`src/rtl/dfd_tn_pkg.sv`:
```
// dfd_tn_pkg: shared trace-network types and constants.
// Holds the flush-state encoding of the receive interface and the source
// encoding that the tx side also uses on tr_src.
// Ports: none (package).
package dfd_tn_pkg;

  localparam int TNIF_DATA_OUT_WIDTH_IN_BYTES = 4;

  localparam logic TNIF_RX_SRC_DST = 1'b0;
  localparam logic TNIF_RX_SRC_NTR = 1'b1;

  typedef enum logic [1:0] {
    RUN   = 2'd0,
    FLUSH = 2'd1,
    DONE  = 2'd2
  } tnifRxFlushState_e;

endpackage

```
`src/rtl/dfd_tnif_rx_if.sv`:
```
// dfd_tnif_rx_if: bundle of trace-network beat input, source-side control
// (grant, backpressure, flush) and per-source sink handshakes.
// Modports: master = trace network / sink side (drives *_in),
//           slave  = dfd_tnif_rx (drives *_out).
// Drop-counter signals exist only with DFD_TNIF_RX_DROP_CNT_EN defined.
interface dfd_tnif_rx_if
  import dfd_tn_pkg::*;
#(
  parameter int DATA_WIDTH_IN_BYTES = TNIF_DATA_OUT_WIDTH_IN_BYTES,
  parameter int DROP_CNT_WIDTH      = 16
);
  localparam int DW = DATA_WIDTH_IN_BYTES * 8;

  logic          tr_valid_in;
  logic          tr_src_in;
  logic [DW-1:0] tr_data_in;
  logic          tr_gnt_out;
  logic          dst_bp_out,         ntr_bp_out;
  logic          dst_flush_out,      ntr_flush_out;
  logic          dst_flush_req_in,   ntr_flush_req_in;
  logic          dst_flush_done_out, ntr_flush_done_out;
  logic          dst_valid_out,      ntr_valid_out;
  logic [DW-1:0] dst_data_out,       ntr_data_out;
  logic          dst_ready_in,       ntr_ready_in;
  logic          dst_overflow_out,   ntr_overflow_out;
`ifdef DFD_TNIF_RX_DROP_CNT_EN
  logic [DROP_CNT_WIDTH-1:0] dst_drop_cnt_out, ntr_drop_cnt_out;
`endif

  modport master (
    output tr_valid_in, tr_src_in, tr_data_in,
    output dst_flush_req_in, ntr_flush_req_in, dst_ready_in, ntr_ready_in,
    input  tr_gnt_out, dst_bp_out, ntr_bp_out, dst_flush_out, ntr_flush_out,
    input  dst_flush_done_out, ntr_flush_done_out,
    input  dst_valid_out, ntr_valid_out, dst_data_out, ntr_data_out,
`ifdef DFD_TNIF_RX_DROP_CNT_EN
    input  dst_drop_cnt_out, ntr_drop_cnt_out,
`endif
    input  dst_overflow_out, ntr_overflow_out
  );

  modport slave (
    input  tr_valid_in, tr_src_in, tr_data_in,
    input  dst_flush_req_in, ntr_flush_req_in, dst_ready_in, ntr_ready_in,
    output tr_gnt_out, dst_bp_out, ntr_bp_out, dst_flush_out, ntr_flush_out,
    output dst_flush_done_out, ntr_flush_done_out,
    output dst_valid_out, ntr_valid_out, dst_data_out, ntr_data_out,
`ifdef DFD_TNIF_RX_DROP_CNT_EN
    output dst_drop_cnt_out, ntr_drop_cnt_out,
`endif
    output dst_overflow_out, ntr_overflow_out
  );

endinterface

```
`src/rtl/dfd_tnif_rx_chk.sv`:
```
// dfd_tnif_rx_chk: property checker bound per source inside dfd_tnif_rx.
// Ports: clock/reset, pop/empty of the FIFO, registered bp and occupancy.
// Also checks the parameter legality (depth power of 2 >= 4, margin >= 2).
module dfd_tnif_rx_chk #(
  parameter int FIFO_DEPTH     = 8,
  parameter int BP_MARGIN      = 2,
  parameter int DROP_CNT_WIDTH = 16
) (
  input logic                        clock,
  input logic                        reset,
  input logic                        pop,
  input logic                        empty,
  input logic                        bp,
  input logic [$clog2(FIFO_DEPTH):0] occupancy
);
  localparam int THR = FIFO_DEPTH - BP_MARGIN;

  a_cfg: assert property (@(posedge clock)
    (FIFO_DEPTH >= 4) && ((FIFO_DEPTH & (FIFO_DEPTH - 1)) == 0) &&
    (BP_MARGIN >= 2) && (DROP_CNT_WIDTH >= 1));

  a_no_pop_empty: assert property (@(posedge clock) disable iff (reset)
    !(pop && empty));

  a_bp_thr: assert property (@(posedge clock) disable iff (reset)
    bp |-> (int'(occupancy) >= THR));

endmodule

```
`src/rtl/dfd_tnif_rx_fifo.sv`:
```
// dfd_tnif_rx_fifo: per-source receive FIFO with wrap-bit pointers.
// Ports: clock/reset; push/pop/clear strobes (caller guarantees push only
// when not full or popping, pop only when not empty); din/dout head data;
// occupancy, full, empty status. clear empties the FIFO in one cycle.
module dfd_tnif_rx_fifo #(
  parameter int DEPTH = 8,
  parameter int DW    = 32
) (
  input  logic                   clock,
  input  logic                   reset,
  input  logic                   push,
  input  logic                   pop,
  input  logic                   clear,
  input  logic [DW-1:0]          din,
  output logic [DW-1:0]          dout,
  output logic [$clog2(DEPTH):0] occupancy,
  output logic                   full,
  output logic                   empty
);
  localparam int AW = $clog2(DEPTH);
  localparam int OW = AW + 1;

  logic [DW-1:0] mem_r [DEPTH];
  logic [AW:0]   wr_ptr_r;
  logic [AW:0]   rd_ptr_r;

  // Pointer update; clear and reset both return to empty.
  always_ff @(posedge clock) begin
    if (reset || clear) begin
      wr_ptr_r <= {OW{1'b0}};
      rd_ptr_r <= {OW{1'b0}};
    end else begin
      if (push) begin
        wr_ptr_r <= wr_ptr_r + OW'(1);
      end
      if (pop) begin
        rd_ptr_r <= rd_ptr_r + OW'(1);
      end
    end
  end

  // Storage write; contents need no reset since empty masks them.
  always_ff @(posedge clock) begin
    if (push && !clear) begin
      mem_r[wr_ptr_r[AW-1:0]] <= din;
    end
  end

  assign dout      = mem_r[rd_ptr_r[AW-1:0]];
  assign empty     = (wr_ptr_r == rd_ptr_r);
  assign full      = (wr_ptr_r[AW] != rd_ptr_r[AW]) &&
                     (wr_ptr_r[AW-1:0] == rd_ptr_r[AW-1:0]);
  assign occupancy = wr_ptr_r - rd_ptr_r;

endmodule

```
`src/rtl/dfd_tnif_rx.sv`:
```
// dfd_tnif_rx: receive end of the trace network source interface.
// Steers arbitrated beats into DST/NTR FIFOs, presents each to the sink with
// valid/ready, and generates grant, per-source backpressure and flush.
// Ports: clock, reset (sync, active-high), tn (dfd_tnif_rx_if.slave).
// Optional: DFD_TNIF_RX_DROP_CNT_EN adds saturating per-source drop counters.
module dfd_tnif_rx
  import dfd_tn_pkg::*;
#(
  parameter int DATA_WIDTH_IN_BYTES = TNIF_DATA_OUT_WIDTH_IN_BYTES,
  parameter int FIFO_DEPTH          = 8,
  parameter int BP_MARGIN           = 2,
  parameter int DROP_CNT_WIDTH      = 16
) (
  input logic          clock,
  input logic          reset,
  dfd_tnif_rx_if.slave tn
);
  localparam int DW = DATA_WIDTH_IN_BYTES * 8;
  localparam int AW = $clog2(FIFO_DEPTH);
  localparam int OW = AW + 1;
  localparam logic [AW:0] BP_THR = OW'(FIFO_DEPTH - BP_MARGIN);

  logic          gnt_r;
  logic [1:0]    flush_req_a, ready_a, valid_a, bp_a, flush_a, done_a, ovf_a;
  logic [DW-1:0] data_a [2];
`ifdef DFD_TNIF_RX_DROP_CNT_EN
  logic [DROP_CNT_WIDTH-1:0] cnt_a [2];
`endif

  assign flush_req_a = {tn.ntr_flush_req_in, tn.dst_flush_req_in};
  assign ready_a     = {tn.ntr_ready_in, tn.dst_ready_in};

  // Grant comes up the first cycle after reset is released.
  always_ff @(posedge clock) begin
    if (reset) begin
      gnt_r <= 1'b0;
    end else begin
      gnt_r <= 1'b1;
    end
  end

  for (genvar s = 0; s < 2; s++) begin : g_src
    localparam logic SRC_ID = (s == 0) ? TNIF_RX_SRC_DST : TNIF_RX_SRC_NTR;

    tnifRxFlushState_e state_r, state_nxt_s;
    logic          clear_s, discard_s, push_s, pop_s, drop_s, wr_s;
    logic          full_s, empty_s, valid_s, bp_r, ovf_r;
    logic [AW:0]   occ_s, occ_nxt_s;
    logic [DW-1:0] head_s;

    // Flush state register.
    always_ff @(posedge clock) begin
      if (reset) begin
        state_r <= RUN;
      end else begin
        state_r <= state_nxt_s;
      end
    end

    // Flush next state; the FIFO is cleared on the cycle FLUSH is entered.
    always_comb begin
      state_nxt_s = state_r;
      clear_s     = 1'b0;
      case (state_r)
        RUN: begin
          if (flush_req_a[s]) begin
            state_nxt_s = FLUSH;
            clear_s     = 1'b1;
          end else begin
            state_nxt_s = RUN;
          end
        end
        FLUSH: begin
          if (!flush_req_a[s]) begin
            state_nxt_s = DONE;
          end else begin
            state_nxt_s = FLUSH;
          end
        end
        DONE:    state_nxt_s = RUN;
        default: state_nxt_s = RUN;
      endcase
    end

    // Beats for a flushing source vanish silently (no overflow, no drop count).
    assign discard_s = clear_s || (state_r == FLUSH);
    assign push_s    = tn.tr_valid_in && (tn.tr_src_in == SRC_ID) && !discard_s;
    assign valid_s   = !empty_s && (state_r != FLUSH);
    assign pop_s     = valid_s && ready_a[s] && !clear_s;
    assign drop_s    = push_s && full_s && !pop_s;
    assign wr_s      = push_s && !drop_s;

    dfd_tnif_rx_fifo #(.DEPTH(FIFO_DEPTH), .DW(DW)) u_fifo (
      .clock     (clock),
      .reset     (reset),
      .push      (wr_s),
      .pop       (pop_s),
      .clear     (clear_s),
      .din       (tn.tr_data_in),
      .dout      (head_s),
      .occupancy (occ_s),
      .full      (full_s),
      .empty     (empty_s)
    );

    // Occupancy the FIFO will hold after this edge, used for registered bp.
    always_comb begin
      occ_nxt_s = occ_s;
      if (clear_s) begin
        occ_nxt_s = {OW{1'b0}};
      end else begin
        occ_nxt_s = occ_s + OW'(wr_s) - OW'(pop_s);
      end
    end

    // Backpressure and sticky overflow.
    always_ff @(posedge clock) begin
      if (reset) begin
        bp_r  <= 1'b0;
        ovf_r <= 1'b0;
      end else begin
        bp_r  <= (occ_nxt_s >= BP_THR);
        ovf_r <= ovf_r || drop_s;
      end
    end

`ifdef DFD_TNIF_RX_DROP_CNT_EN
    logic [DROP_CNT_WIDTH-1:0] cnt_r;

    // Saturating drop counter.
    always_ff @(posedge clock) begin
      if (reset) begin
        cnt_r <= {DROP_CNT_WIDTH{1'b0}};
      end else if (drop_s && (cnt_r != {DROP_CNT_WIDTH{1'b1}})) begin
        cnt_r <= cnt_r + DROP_CNT_WIDTH'(1);
      end
    end
    assign cnt_a[s] = cnt_r;
`endif

    assign valid_a[s] = valid_s;
    assign data_a[s]  = valid_s ? head_s : {DW{1'b0}};
    assign bp_a[s]    = bp_r;
    assign flush_a[s] = (state_r == FLUSH);
    assign done_a[s]  = (state_r == DONE);
    assign ovf_a[s]   = ovf_r;

    dfd_tnif_rx_chk #(
      .FIFO_DEPTH(FIFO_DEPTH), .BP_MARGIN(BP_MARGIN), .DROP_CNT_WIDTH(DROP_CNT_WIDTH)
    ) u_chk (
      .clock(clock), .reset(reset), .pop(pop_s), .empty(empty_s),
      .bp(bp_r), .occupancy(occ_s)
    );
  end

  assign tn.tr_gnt_out         = gnt_r;
  assign tn.dst_valid_out      = valid_a[0];
  assign tn.ntr_valid_out      = valid_a[1];
  assign tn.dst_data_out       = data_a[0];
  assign tn.ntr_data_out       = data_a[1];
  assign tn.dst_bp_out         = bp_a[0];
  assign tn.ntr_bp_out         = bp_a[1];
  assign tn.dst_flush_out      = flush_a[0];
  assign tn.ntr_flush_out      = flush_a[1];
  assign tn.dst_flush_done_out = done_a[0];
  assign tn.ntr_flush_done_out = done_a[1];
  assign tn.dst_overflow_out   = ovf_a[0];
  assign tn.ntr_overflow_out   = ovf_a[1];
`ifdef DFD_TNIF_RX_DROP_CNT_EN
  assign tn.dst_drop_cnt_out   = cnt_a[0];
  assign tn.ntr_drop_cnt_out   = cnt_a[1];
`endif

endmodule

```
`src/flat_wrapper.sv`:
```
// flat-port wrapper written by rule: the top's interface ports become plain ports
module dfd_tnif_rx_flat import dfd_tn_pkg::*;
#(
  parameter int DATA_WIDTH_IN_BYTES = TNIF_DATA_OUT_WIDTH_IN_BYTES,
  parameter int FIFO_DEPTH          = 8,
  parameter int BP_MARGIN           = 2,
  parameter int DROP_CNT_WIDTH      = 16
)
  (clock, reset, tn_tr_valid_in, tn_tr_src_in, tn_tr_data_in, tn_dst_flush_req_in, tn_ntr_flush_req_in, tn_dst_ready_in, tn_ntr_ready_in, tn_tr_gnt_out, tn_dst_bp_out, tn_ntr_bp_out, tn_dst_flush_out, tn_ntr_flush_out, tn_dst_flush_done_out, tn_ntr_flush_done_out, tn_dst_valid_out, tn_ntr_valid_out, tn_dst_data_out, tn_ntr_data_out, tn_dst_overflow_out, tn_ntr_overflow_out);
  dfd_tnif_rx_if #(.DATA_WIDTH_IN_BYTES(DATA_WIDTH_IN_BYTES), .DROP_CNT_WIDTH(DROP_CNT_WIDTH)) tn_i ();
  input logic clock;
  input logic reset;
  input wire logic [$bits(tn_i.tr_valid_in)-1:0] tn_tr_valid_in;
  input wire logic [$bits(tn_i.tr_src_in)-1:0] tn_tr_src_in;
  input wire logic [$bits(tn_i.tr_data_in)-1:0] tn_tr_data_in;
  input wire logic [$bits(tn_i.dst_flush_req_in)-1:0] tn_dst_flush_req_in;
  input wire logic [$bits(tn_i.ntr_flush_req_in)-1:0] tn_ntr_flush_req_in;
  input wire logic [$bits(tn_i.dst_ready_in)-1:0] tn_dst_ready_in;
  input wire logic [$bits(tn_i.ntr_ready_in)-1:0] tn_ntr_ready_in;
  output wire logic [$bits(tn_i.tr_gnt_out)-1:0] tn_tr_gnt_out;
  output wire logic [$bits(tn_i.dst_bp_out)-1:0] tn_dst_bp_out;
  output wire logic [$bits(tn_i.ntr_bp_out)-1:0] tn_ntr_bp_out;
  output wire logic [$bits(tn_i.dst_flush_out)-1:0] tn_dst_flush_out;
  output wire logic [$bits(tn_i.ntr_flush_out)-1:0] tn_ntr_flush_out;
  output wire logic [$bits(tn_i.dst_flush_done_out)-1:0] tn_dst_flush_done_out;
  output wire logic [$bits(tn_i.ntr_flush_done_out)-1:0] tn_ntr_flush_done_out;
  output wire logic [$bits(tn_i.dst_valid_out)-1:0] tn_dst_valid_out;
  output wire logic [$bits(tn_i.ntr_valid_out)-1:0] tn_ntr_valid_out;
  output wire logic [$bits(tn_i.dst_data_out)-1:0] tn_dst_data_out;
  output wire logic [$bits(tn_i.ntr_data_out)-1:0] tn_ntr_data_out;
  output wire logic [$bits(tn_i.dst_overflow_out)-1:0] tn_dst_overflow_out;
  output wire logic [$bits(tn_i.ntr_overflow_out)-1:0] tn_ntr_overflow_out;
  assign tn_i.tr_valid_in = tn_tr_valid_in;
  assign tn_i.tr_src_in = tn_tr_src_in;
  assign tn_i.tr_data_in = tn_tr_data_in;
  assign tn_i.dst_flush_req_in = tn_dst_flush_req_in;
  assign tn_i.ntr_flush_req_in = tn_ntr_flush_req_in;
  assign tn_i.dst_ready_in = tn_dst_ready_in;
  assign tn_i.ntr_ready_in = tn_ntr_ready_in;
  assign tn_tr_gnt_out = tn_i.tr_gnt_out;
  assign tn_dst_bp_out = tn_i.dst_bp_out;
  assign tn_ntr_bp_out = tn_i.ntr_bp_out;
  assign tn_dst_flush_out = tn_i.dst_flush_out;
  assign tn_ntr_flush_out = tn_i.ntr_flush_out;
  assign tn_dst_flush_done_out = tn_i.dst_flush_done_out;
  assign tn_ntr_flush_done_out = tn_i.ntr_flush_done_out;
  assign tn_dst_valid_out = tn_i.dst_valid_out;
  assign tn_ntr_valid_out = tn_i.ntr_valid_out;
  assign tn_dst_data_out = tn_i.dst_data_out;
  assign tn_ntr_data_out = tn_i.ntr_data_out;
  assign tn_dst_overflow_out = tn_i.dst_overflow_out;
  assign tn_ntr_overflow_out = tn_i.ntr_overflow_out;
  dfd_tnif_rx #(.DATA_WIDTH_IN_BYTES(DATA_WIDTH_IN_BYTES), .FIFO_DEPTH(FIFO_DEPTH), .BP_MARGIN(BP_MARGIN), .DROP_CNT_WIDTH(DROP_CNT_WIDTH)) u_core (.clock(clock), .reset(reset), .tn(tn_i));
endmodule
```
`config.mk`:
```
export PLATFORM = sky130hd
export DESIGN_NAME = dfd_tnif_rx_flat
export DESIGN_NICKNAME = d
export VERILOG_FILES = /design/src/rtl/dfd_tn_pkg.sv /design/src/rtl/dfd_tnif_rx_if.sv /design/src/rtl/dfd_tnif_rx_chk.sv /design/src/rtl/dfd_tnif_rx_fifo.sv /design/src/rtl/dfd_tnif_rx.sv /design/src/flat_wrapper.sv
export SDC_FILE = /design/constraint.sdc
export NUM_CORES = 1
export LEC_CHECK = 0
export ABC_AREA = 1
export ABC_CLOCK_PERIOD_IN_PS = 3200
export BUFFER_PORTS_ARGS = -buffer_cell sky130_fd_sc_hd__buf_2
export CAP_MARGIN = 20
export CORE_MARGIN = 1.5
export CORE_UTILIZATION = 58
export CTS_BUF_LIST = sky130_fd_sc_hd__clkbuf_2 sky130_fd_sc_hd__clkbuf_4 sky130_fd_sc_hd__clkbuf_8
export CTS_CLUSTER_DIAMETER = 120
export DETAILED_ROUTE_END_ITERATION = 7
export GPL_TIMING_DRIVEN = 0
export PLACE_DENSITY = 0.87
export SLEW_MARGIN = 30
export SYNTH_ARGS = -nofsm -noshare
export SYNTH_HDL_FRONTEND = slang
export SYNTH_HIERARCHICAL = 1
export SYNTH_SLANG_ARGS = --single-unit
```
`constraint.sdc`:
```
create_clock -name clock -period 3.2 [get_ports clock]
set_input_delay 0.32 -clock clock [delete_from_list [all_inputs] [get_ports clock]]
set_output_delay 0.32 -clock clock [all_outputs]
set_load 0.01 [all_outputs]
```
==> flow_metrics.env <==
export IMPL_finalMaxSlewViolations=0
export IMPL_die_area_mm2=0.0439
export IMPL_vias_per_cell=5.54
export IMPL_drive_above_1_share=0.136
export IMPL_wirelength_um=66700
export IMPL_antennaDiodeCount=0
export IMPL_fmax_mhz=322
export IMPL_status="complete, no violations"
export IMPL_cts_buffers=82
export IMPL_drtAntennaViolNets=0
export IMPL_insertion_delay_ns=0.65
export IMPL_cap_violations=0
export IMPL_hpwl_um=40200
export IMPL_timing_final_crit_share=0.969
export IMPL_gr_total_overflow=0
export IMPL_drt_pass1_iterations=6
export IMPL_min_period_ns=3.10
export IMPL_clk_path_buf_depth=3
export IMPL_via_count=19200
export IMPL_syn_inst=2619
export IMPL_place_inst=3288
export IMPL_crit_required_ns=2.88
export IMPL_drc=0
export IMPL_synthesis_area_mm2=0.0248
export IMPL_nFillCells=2678
export IMPL_hold_class="in2reg"
export IMPL_cts_root_buf="clkbuf_8"
export IMPL_antenna_found_initial=0
export IMPL_drtIter0Drc=2812
export IMPL_criticalPathCategory="reg2out"
export IMPL_synth_edff_count=512
export IMPL_htreeDepth=3
export IMPL_ir_drop_mv=0.350
export IMPL_power_leakage_nw=13.5
export IMPL_io_pins=115
export IMPL_rrSetupSlack_ns=0.16
export IMPL_slowest_delay_ns=0.52
export IMPL_yosys_warnings=6
export IMPL_syn_nets=2681
export IMPL_r2r_end="u_core/g_src[1].u_fifo/mem_r[3][12]"
export IMPL_synth_distinct_cells=24
export IMPL_die_width_um=210
export IMPL_clk_pin_slew_ns=0.08
export IMPL_p_per_area_mw_per_mm2=495
export IMPL_finalSetupViolCount=0
export IMPL_fin_total_pwr_mw=14.1
export IMPL_grt_max_degree=22
export IMPL_ys_ff_latch=543
export IMPL_die_h_um=210
export IMPL_crit_path_end_kind="primary output"
export IMPL_io_buffers=114
export IMPL_synth_ff_type="edfxtp_1"
export IMPL_max_slew_margin=0.516
export IMPL_async_reset_ff_frac=0
export IMPL_holdCritStartpoint="tn_tr_data_in[0]"
export IMPL_min_to="u_core/g_src[1].u_fifo/mem_r[4][0]"
export IMPL_reg2regPathDepth=12
export IMPL_initial_utilization=0.589
export IMPL_core_mm2=0.0420
export IMPL_whs_path_depth=1
export IMPL_std_cell_rows=75
export IMPL_crit_fanout=10
export IMPL_area_growth_pct=15.1
export IMPL_worstMarginPinSlew_ns=0.726
export IMPL_nets=2926
export IMPL_crit_arrival_ns=2.78
export IMPL_grt_pass1_wl_um=99800
export IMPL_cts_tree="done"
export IMPL_r2r_start="u_core/g_src[1].u_fifo/wr_ptr_r[0]"
export IMPL_gp_congestion=0.846
export IMPL_crit_chain="clkbuf_1 -> inv_1 -> buf_1 -> nand2_1 -> nand2_1 -> inv_1 -> nor2_1 -> buf_2"
export IMPL_cts_sinks=543
export IMPL_grtUsageTotal=0.297
export IMPL_crit_path_top_delay_cell="buf_1"
export IMPL_finalClockSkew_ns=0.0337
export IMPL_startpoint_type="register"
export IMPL_finalHoldViolCount=0
export IMPL_wl_per_cell_um=19.3
export IMPL_grt_pass1_vias=19500
export IMPL_avgSynthCellArea_um2=9.45
export IMPL_yosysSeqAreaShare=0.646
export IMPL_instances_no_fill=3464
## cells in the mapped netlist (6+ instances only)
cell	count	share of area
nand2_1	886	0.13
inv_1	626	0.095
edfxtp_1	512	0.62
nand3_1	267	0.054
nor2_1	114	0.017
buf_2	38	0.0077
dfxtp_1	31	0.025
buf_6	28	0.013
clkbuf_1	19	0.0029
ha_1	18	0.0091
a21oi_1	17	0.0034
o21ai_0	13	0.0026
buf_4	12	0.0036
buf_1	6	0.00091
inv_2	6	0.00091
nor3_1	6	0.0012
## kinds of logic after synthesis
family | count (synthesis) | share of synthesized area
flops | 543 | 0.646
xor+xnor | 7 | 0.00248
simple gates | 1282 | 0.209
fa+ha+maj | 22 | 0.0123
buf+inv | 735 | 0.124
compound gates | 30 | 0.00606
## repair_timing
action | 4_1_cts | 5_1_grt
gates cloned | 0 | 2
pin swaps | 7 | 6
hold endpoints to repair | 4 | 0
hold buffers | 2 | 0
setup endpoints to repair | 158 | 489
setup buffers | 13 | 14
resized for setup | 0 | 7
## worst max-delay path by stage
stage               cells after the start  slack, ns                                   to
floorplan                              13      -0.25   u_core/g_src[0].u_fifo/mem_r[1][0]
global placement                       13      -1.52  u_core/g_src[0].u_fifo/mem_r[5][21]
detailed placement                     14      -0.13  u_core/g_src[0].u_fifo/mem_r[3][15]
CTS                                    12    -0.0002  u_core/g_src[1].u_fifo/mem_r[0][12]
global route                           14      -0.03  u_core/g_src[0].u_fifo/mem_r[6][12]
finish                                  8        0.1                   tn_dst_data_out[7]
## power breakdown
part / switching, mW / internal, mW / total (mW) / leakage [nW]
Clock: 2.70 / 2.91 / 5.61 / 0.824
Sequential: 0.0150 / 7.80 / 7.81 / 4.86
Combinational: 0.479 / 0.194 / 0.674 / 7.82
Total: 3.19 / 10.9 / 14.1 / 13.5
## placed cells by master, fill, tap and decap left out, types with 13 or more instances in the layout
master    instances
a21oi_1          17
buf_16           15
buf_2           152
buf_4            29
buf_6            28
clkbuf_1         19
clkbuf_4         27
clkbuf_8         84
clkinv_1         18
dfxtp_1          31
edfxtp_1        512
ha_1             18
inv_1           626
nand2_1         884
nand3_1         265
nor2_1           97
nor2_4           18
o21ai_0          13
## state kept, by name, indices dropped and copies added (netlist names), named ones only
| name | count |
|---|---|
| u_core/g_src.state_r | 4 |
| u_core/g_src.u_fifo/mem_r | 512 |
| u_core/g_src.u_fifo/wr_ptr_r | 8 |
| u_core/tn.ntr_bp_out | 1 |
| u_core/tn.tr_gnt_out | 1 |
| u_core/tn.ntr_overflow_out | 1 |
| u_core/tn.dst_bp_out | 1 |
| u_core/tn.dst_overflow_out | 1 |
| u_core/g_src.u_fifo/rd_ptr_r | 8 |
## metal layers
layer	wire [um]	vias up	track usage
li1	-	8534	-
met1	22400	8833	0.352
met2	32200	1488	0.498
met3	7960	337	0.0590
met4	4120	0	0.193
met5	0	-	0
## critical path, delay by kind of cell (launching register included)
kind                   cells  cell delay (ns)
and+or+nand+nor            3             0.57
DFF                        1             0.30
buffers and inverters      5             1.26
## cell type report
| class | count | area, um^2 | area share |
|---|---|---|---|
| plain buffers | 103 | 689 | 0.0242 |
| clock buffers | 111 | 1360 | 0.0477 |
| multi-input cells | 1343 | 5860 | 0.206 |
| clock inverters | 34 | 208 | 0.00729 |
| well taps | 539 | 674 | 0.0237 |
| repair buffers | 159 | 1350 | 0.0472 |
| flip-flops and latches | 543 | 16000 | 0.561 |
| inverters | 632 | 2370 | 0.0832 |
## metrics by stage
step	setup TNS, ns	hold WS, ns	cell area (um^2)	util	worst slack (ns)
after CTS	-0.000178	0.0505	28300	0.673	-0.000178
final	0	0.0660	28500	0.678	0.0988
after global routing	-0.650	0.0700	28500	0.678	-0.0338
after detailed placement	-7.71	0.471	26600	0.632	-0.133
after floorplan	-65.15	0.399	24800	-	-0.255
after global placement	-479.79	0.447	26000	0.619	-1.52
Power figures use the tool's default switching activity.
